## config.mk

```make
export PLATFORM = sky130hd
export DESIGN_NAME = seg7_product_decoder
export DESIGN_NICKNAME = d
export VERILOG_FILES = /design/src/rtl/seg7_product_decoder.sv
export SDC_FILE = /design/constraint.sdc
export NUM_CORES = 1
export LEC_CHECK = 0
export ABC_AREA = 0
export CORE_MARGIN = 2
export CORE_UTILIZATION = 55
export DETAILED_ROUTE_END_ITERATION = 8
export GPL_TIMING_DRIVEN = 0
export PLACE_DENSITY = 0.76
export SYNTH_ARGS = -nofsm -noshare
export SYNTH_HDL_FRONTEND = slang
export SYNTH_SLANG_ARGS = --single-unit
```

## constraint.sdc

```tcl
create_clock -name clk -period 4.9 [get_ports clk]
set_input_delay 0.49 -clock clk [delete_from_list [all_inputs] [get_ports clk]]
set_output_delay 0.49 -clock clk [all_outputs]
set_load 0.005 [all_outputs]
```

## src/rtl/seg7_product_decoder.sv

```systemverilog
// seg7_product_decoder
// Reads back a displayed two-digit product (0..99) from a pair of
// 7-segment patterns and recovers the 5-bit operand that was multiplied
// by 3 to produce it. The decimal value is rebuilt from the two BCD
// digits and then divided by 3 with a 7-step restoring divider.
//
// Ports
//   clk        system clock, all state on rising edge
//   rst_n      synchronous active-low reset
//   seg_tens   tens-digit segments {a,b,c,d,e,f,g}, bit6=a, 1=lit
//   seg_units  units-digit segments, same encoding
//   in_valid   pattern pair present
//   in_ready   block can accept a pair (IDLE only, 0 during reset)
//   value      decoded decimal value 0..99
//   operand    low 5 bits of value/3
//   remainder  value mod 3
//   err_code   a pattern was not a legal digit
//   err_range  quotient > 31, so not a 5-bit operand product
//   out_valid  result outputs valid (DONE)
//   out_ready  consumer accepts result
//
// state   | meaning
// IDLE    | waiting for a pattern pair, in_ready=1
// DECODE  | map both registered patterns to BCD, catch illegal codes
// CONVERT | value = tens*10 + units
// DIVIDE  | 7 restoring-division steps of value by 3, MSB first
// DONE    | results held with out_valid=1 until out_ready

module seg7_product_decoder #(
   parameter bit BLANK_AS_ZERO = 1'b1
) (
   input  logic       clk,
   input  logic       rst_n,
   input  logic [6:0] seg_tens,
   input  logic [6:0] seg_units,
   input  logic       in_valid,
   output logic       in_ready,
   output logic [6:0] value,
   output logic [4:0] operand,
   output logic [1:0] remainder,
   output logic       err_code,
   output logic       err_range,
   output logic       out_valid,
   input  logic       out_ready
);

   typedef enum logic [2:0] {
      IDLE    = 3'd0,
      DECODE  = 3'd1,
      CONVERT = 3'd2,
      DIVIDE  = 3'd3,
      DONE    = 3'd4
   } state_t;

   state_t state, state_nxt;

   logic [6:0] tens_q, units_q;
   logic [3:0] tens_bcd, units_bcd;
   logic [2:0] div_cnt;
   logic [2:0] rem_q;
   logic [6:0] quo_q;
   logic [6:0] dvd_q;

   // Returns {legal, digit}. A dark pattern is only legal when the caller
   // allows it (tens position with BLANK_AS_ZERO set).
   function automatic logic [4:0] seg_to_bcd(input logic [6:0] seg,
                                             input logic       allow_blank);
      logic [4:0] res;
      case (seg)
         7'b1111110: res = {1'b1, 4'd0};
         7'b0110000: res = {1'b1, 4'd1};
         7'b1101101: res = {1'b1, 4'd2};
         7'b1111001: res = {1'b1, 4'd3};
         7'b0110011: res = {1'b1, 4'd4};
         7'b1011011: res = {1'b1, 4'd5};
         7'b1011111: res = {1'b1, 4'd6};
         7'b1110000: res = {1'b1, 4'd7};
         7'b1111111: res = {1'b1, 4'd8};
         7'b1111011: res = {1'b1, 4'd9};
         7'b0000000: res = {allow_blank, 4'd0};
         default:    res = {1'b0, 4'd0};
      endcase
      return res;
   endfunction

   logic [4:0] tens_dec, units_dec;
   logic       codes_ok;

   always_comb begin
      tens_dec  = seg_to_bcd(tens_q, BLANK_AS_ZERO);
      units_dec = seg_to_bcd(units_q, 1'b0);
      codes_ok  = tens_dec[4] & units_dec[4];
   end

   // tens*10 = tens*8 + tens*2; max 99 fits in 7 bits
   logic [6:0] conv_value;

   always_comb begin
      conv_value = ({3'b000, tens_bcd} << 3) + ({3'b000, tens_bcd} << 1)
                 + {3'b000, units_bcd};
   end

   // One restoring-division step: bring in the next dividend bit, subtract
   // the divisor when the partial remainder allows it.
   logic [2:0] rem_shift, rem_nxt;
   logic       quo_bit;
   logic [6:0] quo_nxt;

   always_comb begin
      rem_shift = {rem_q[1:0], dvd_q[6]};
      quo_bit   = (rem_shift >= 3'd3);
      rem_nxt   = quo_bit ? 3'(rem_shift - 3'd3) : rem_shift;
      quo_nxt   = {quo_q[5:0], quo_bit};
   end

   always_comb begin
      state_nxt = state;
      in_ready  = 1'b0;
      out_valid = 1'b0;
      case (state)
         IDLE: begin
            in_ready = rst_n;
            if (in_valid && rst_n)
               state_nxt = DECODE;
         end
         DECODE:  state_nxt = codes_ok ? CONVERT : DONE;
         CONVERT: state_nxt = DIVIDE;
         DIVIDE: begin
            if (div_cnt == 3'd0)
               state_nxt = DONE;
         end
         DONE: begin
            out_valid = 1'b1;
            if (out_ready)
               state_nxt = IDLE;
         end
         default: state_nxt = IDLE;
      endcase
   end

   always_ff @(posedge clk) begin
      if (!rst_n) begin
         state     <= IDLE;
         tens_q    <= '0;
         units_q   <= '0;
         tens_bcd  <= '0;
         units_bcd <= '0;
         div_cnt   <= '0;
         rem_q     <= '0;
         quo_q     <= '0;
         dvd_q     <= '0;
         value     <= '0;
         operand   <= '0;
         remainder <= '0;
         err_code  <= 1'b0;
         err_range <= 1'b0;
      end else begin
         state <= state_nxt;
         case (state)
            IDLE: begin
               if (in_valid) begin
                  tens_q  <= seg_tens;
                  units_q <= seg_units;
               end
            end
            DECODE: begin
               tens_bcd  <= tens_dec[3:0];
               units_bcd <= units_dec[3:0];
               err_range <= 1'b0;
               if (!codes_ok) begin
                  err_code  <= 1'b1;
                  value     <= '0;
                  operand   <= '0;
                  remainder <= '0;
               end else begin
                  err_code  <= 1'b0;
               end
            end
            CONVERT: begin
               value   <= conv_value;
               dvd_q   <= conv_value;
               rem_q   <= '0;
               quo_q   <= '0;
               div_cnt <= 3'd6;
            end
            DIVIDE: begin
               rem_q   <= rem_nxt;
               quo_q   <= quo_nxt;
               dvd_q   <= {dvd_q[5:0], 1'b0};
               div_cnt <= div_cnt - 3'd1;
               if (div_cnt == 3'd0) begin
                  operand   <= quo_nxt[4:0];
                  remainder <= rem_nxt[1:0];
                  err_range <= |quo_nxt[6:5];
               end
            end
            default: ;
         endcase
      end
   end

endmodule

```

==> flow_metrics.tcl <==
set metrics [dict create \
    root_buffer "clkbuf_8" \
    coreArea_sq_um 5070 \
    first_iter_violations 232 \
    portBuffers 35 \
    crit_arrival_ps 2250 \
    crit_chain "clkdlybuf4s50_1 -> clkbuf_1 -> nand2b_1 -> nor3_1 -> clkdlybuf4s50_1" \
    setup_viol 0 \
    crit_top_cell "clkdlybuf4s50_1" \
    clk_path_buf_depth 2 \
    yosysWarnings 0 \
    powerDensity_nw_per_um2 292 \
    first_pass_iters 4 \
    fmax_ghz 0.365 \
    min_to "units_bcd[3]" \
    skew_ps 8.70 \
    crit_fanout 10 \
    tns_ps 0 \
    comb_power_share 0.111 \
    synth_most_common_cell "dfxtp_1" \
    status "completed" \
    initial_core_util 0.570 \
    finalCritPeriodShare 0.559 \
    drive_gt1_frac 0.0949 \
    hp-class "flop to flop" \
    nNetsFinal 416 \
    placed_cell_area_sq_um 3330 \
    cts_max_level 3 \
    hp-start "units_bcd[3]" \
    async_reset_ff_frac 0 \
    p_clk_frac 0.395 \
    viasPerCell 5.82 \
    relSlewSlack 0.580 \
    yosysTopAreaCell "dfxtp_1" \
    grt_antenna_before_repair 0 \
    p_int_w 0.000761 \
    hold_violations 0 \
    whs_path_depth 2 \
    cts.hold.buffers_added 0 \
    cts_buffers 9 \
    critPathSlowestCell "clkdlybuf4s50_1" \
    routedWlPerCell_um 15.1 \
    synth_ff_type "dfxtp_1" \
    seq_area_frac_synth 0.409 \
    cts.sinks 59 \
    synth_area_leaders "dfxtp_1 (41%), nand2_1 (6.0%), a21oi_1 (5.4%)" \
    tightest_slew_ps 631 \
    worstPathRequired_ps 4410 \
    max_stage_delay_ps 530 \
    whs_ps 450 \
    synth-seq-cells 59 \
    synth_cell_types 55 \
    seq_power_share 0.494 \
    die_y_um 76.5 \
    io_pins 36 \
    drt-total-wl_mm 6.95 \
    drc 0 \
    n_antenna_cell 0 \
    switchingPower_w 0.000262 \
    via_count 2675 \
    gp_congestion 0.865 \
    grt_pass1_vias 2470 \
    rows 26 \
    slew_violations 0 \
    critPathKind "input port to primary output" \
    grt_first_pass_wirelength_mm 11.7 \
    ys_top_cells_by_count "dfxtp_1 (59), nand2_1 (46), a21oi_1 (31)" \
    synth_edf_count 0 \
    endpoint_kind "primary output" \
    power_w 0.00102 \
    syn_inst 340 \
    vdd_drop_max_uv 174 \
    power.leakage_nw 1.31 \
    syn-mean-instance-area_sq_um 8.50 \
    clk_latency_ps 340 \
    synth.top_cell.area_share 0.409 \
    post-route-min-period_ps 2740 \
    hpwlAfterDp_mm 4.91 \
    grt_max_degree 11 \
    clk_pin_slew_ps 60 \
    startpoint_type "input port" \
    r2r-start "tens_bcd[0]" \
    syn_nets 370 \
    cts_post_setup_buffers_inserted 0 \
    ff2ff_setup_slack_ps 2540 \
    synth_area_sq_um 2890 \
    design.die.area_sq_um 5850 \
    area_growth_pct 21.3 \
    drtAntennaViolNets 0 \
    r2r-end "value[6]" \
    cts_resized 0 \
    reg2reg_depth 8 \
    cts_tree "yes" \
    stdcell_area_sq_um 3510 \
    die-width_um 76.5 \
    track_usage 0.250 \
    rsz0062_at_grt "false" \
    max_cap_violations 0 \
    grt_overflow 0 \
    switching_share 0.256 \
]
-- worst max-delay path by stage --
stage                     start       end  slack (ps)  cells after the start
finish                    rst_n  in_ready        2160                      5
global route              rst_n  in_ready        1980                      5
CTS                       rst_n  in_ready        2160                      5
detailed placement        rst_n  in_ready        2160                      5
global placement          rst_n  in_ready        2150                      5
floorplan           tens_bcd[0]  dvd_q[5]        2760                      9
-- critical path, delay by kind of cell --
kind / cells / cell delay [ps]
AND/OR/NAND/NOR: 2 / 300
buffers and inverters: 3 / 1460
-- metrics by stage --
stage | cells | util | setup WS [ps]
after detailed placement | 445 | 0.656 | 2160
after floorplan | 340 | - | 2760
after global routing | 460 | 0.691 | 1980
after global placement | 445 | 0.656 | 2150
after CTS | 460 | 0.691 | 2160
final | 460 | 0.691 | 2160
-- sequential cells by signal, summed over array words and instances (netlist names) --
| name | flops |
|---|---|
| units_q | 7 |
| value | 7 |
| units_bcd | 4 |
| quo_q | 6 |
| err_range | 1 |
| div_cnt | 3 |
| dvd_q | 7 |
| rem_q | 2 |
| err_code | 1 |
| tens_bcd | 4 |
| remainder | 2 |
| tens_q | 7 |
| state | 3 |
| operand | 5 |
-- layer usage --
metal / up-vias / track usage / wire, um
met5: - / 0 / 0
met2: 71 / 0.373 / 3080
li1: 1321 / - / -
met4: 0 / 0.111 / 134
met1: 1272 / 0.347 / 3360
met3: 11 / 0.0569 / 373
-- power by group through the flow --
stage	clock (W)	sequential, W	combinational (W)
after global routing	0.000439	0.000507	0.000125
after detailed placement	0	0.000515	0.000112
after CTS	0.000410	0.000505	0.000113
after floorplan	0	0.000512	0.0000736
after global placement	0	0.000515	0.000109
final	0.000405	0.000505	0.000113
-- layout by cell type, fill, tap and decap left out, drive strengths merged, types with 4 or more instances in the layout --
cell type / n
a211oi: 5
a21oi: 32
a221oi: 4
a22oi: 9
a32oi: 7
and3: 5
buf: 12
clkbuf: 25
clkdlybuf4s50: 35
dfxtp: 59
ha: 10
inv: 14
nand2: 47
nand3: 14
nand4: 6
nor2: 23
nor2b: 5
nor3: 7
o2111ai: 5
o211ai: 4
o21ai: 22
-- kinds of logic after synthesis --
logic type               after synthesis  synth area share
adder cells (fa/ha/maj)               12            0.0571
flip-flops                            59             0.409
multiplexers                           2           0.00693
AND/OR/NAND/NOR                      126             0.227
buffers and inverters                 39            0.0597
XOR/XNOR                               3           0.00909
AO/OA/AOI/OAI                         99             0.231
-- area by class of cell --
class / count / area, sq um
inverter: 15 / 56.3
timing repair buffer: 35 / 350
clock buffer: 13 / 169
fill: 441 / 1570
sequential: 59 / 1180
multi-input combinational: 242 / 1540
clock inverter: 2 / 10.0
tap: 70 / 87.6
buffer: 24 / 116
Note: power is estimated with default switching activity, not from simulation.
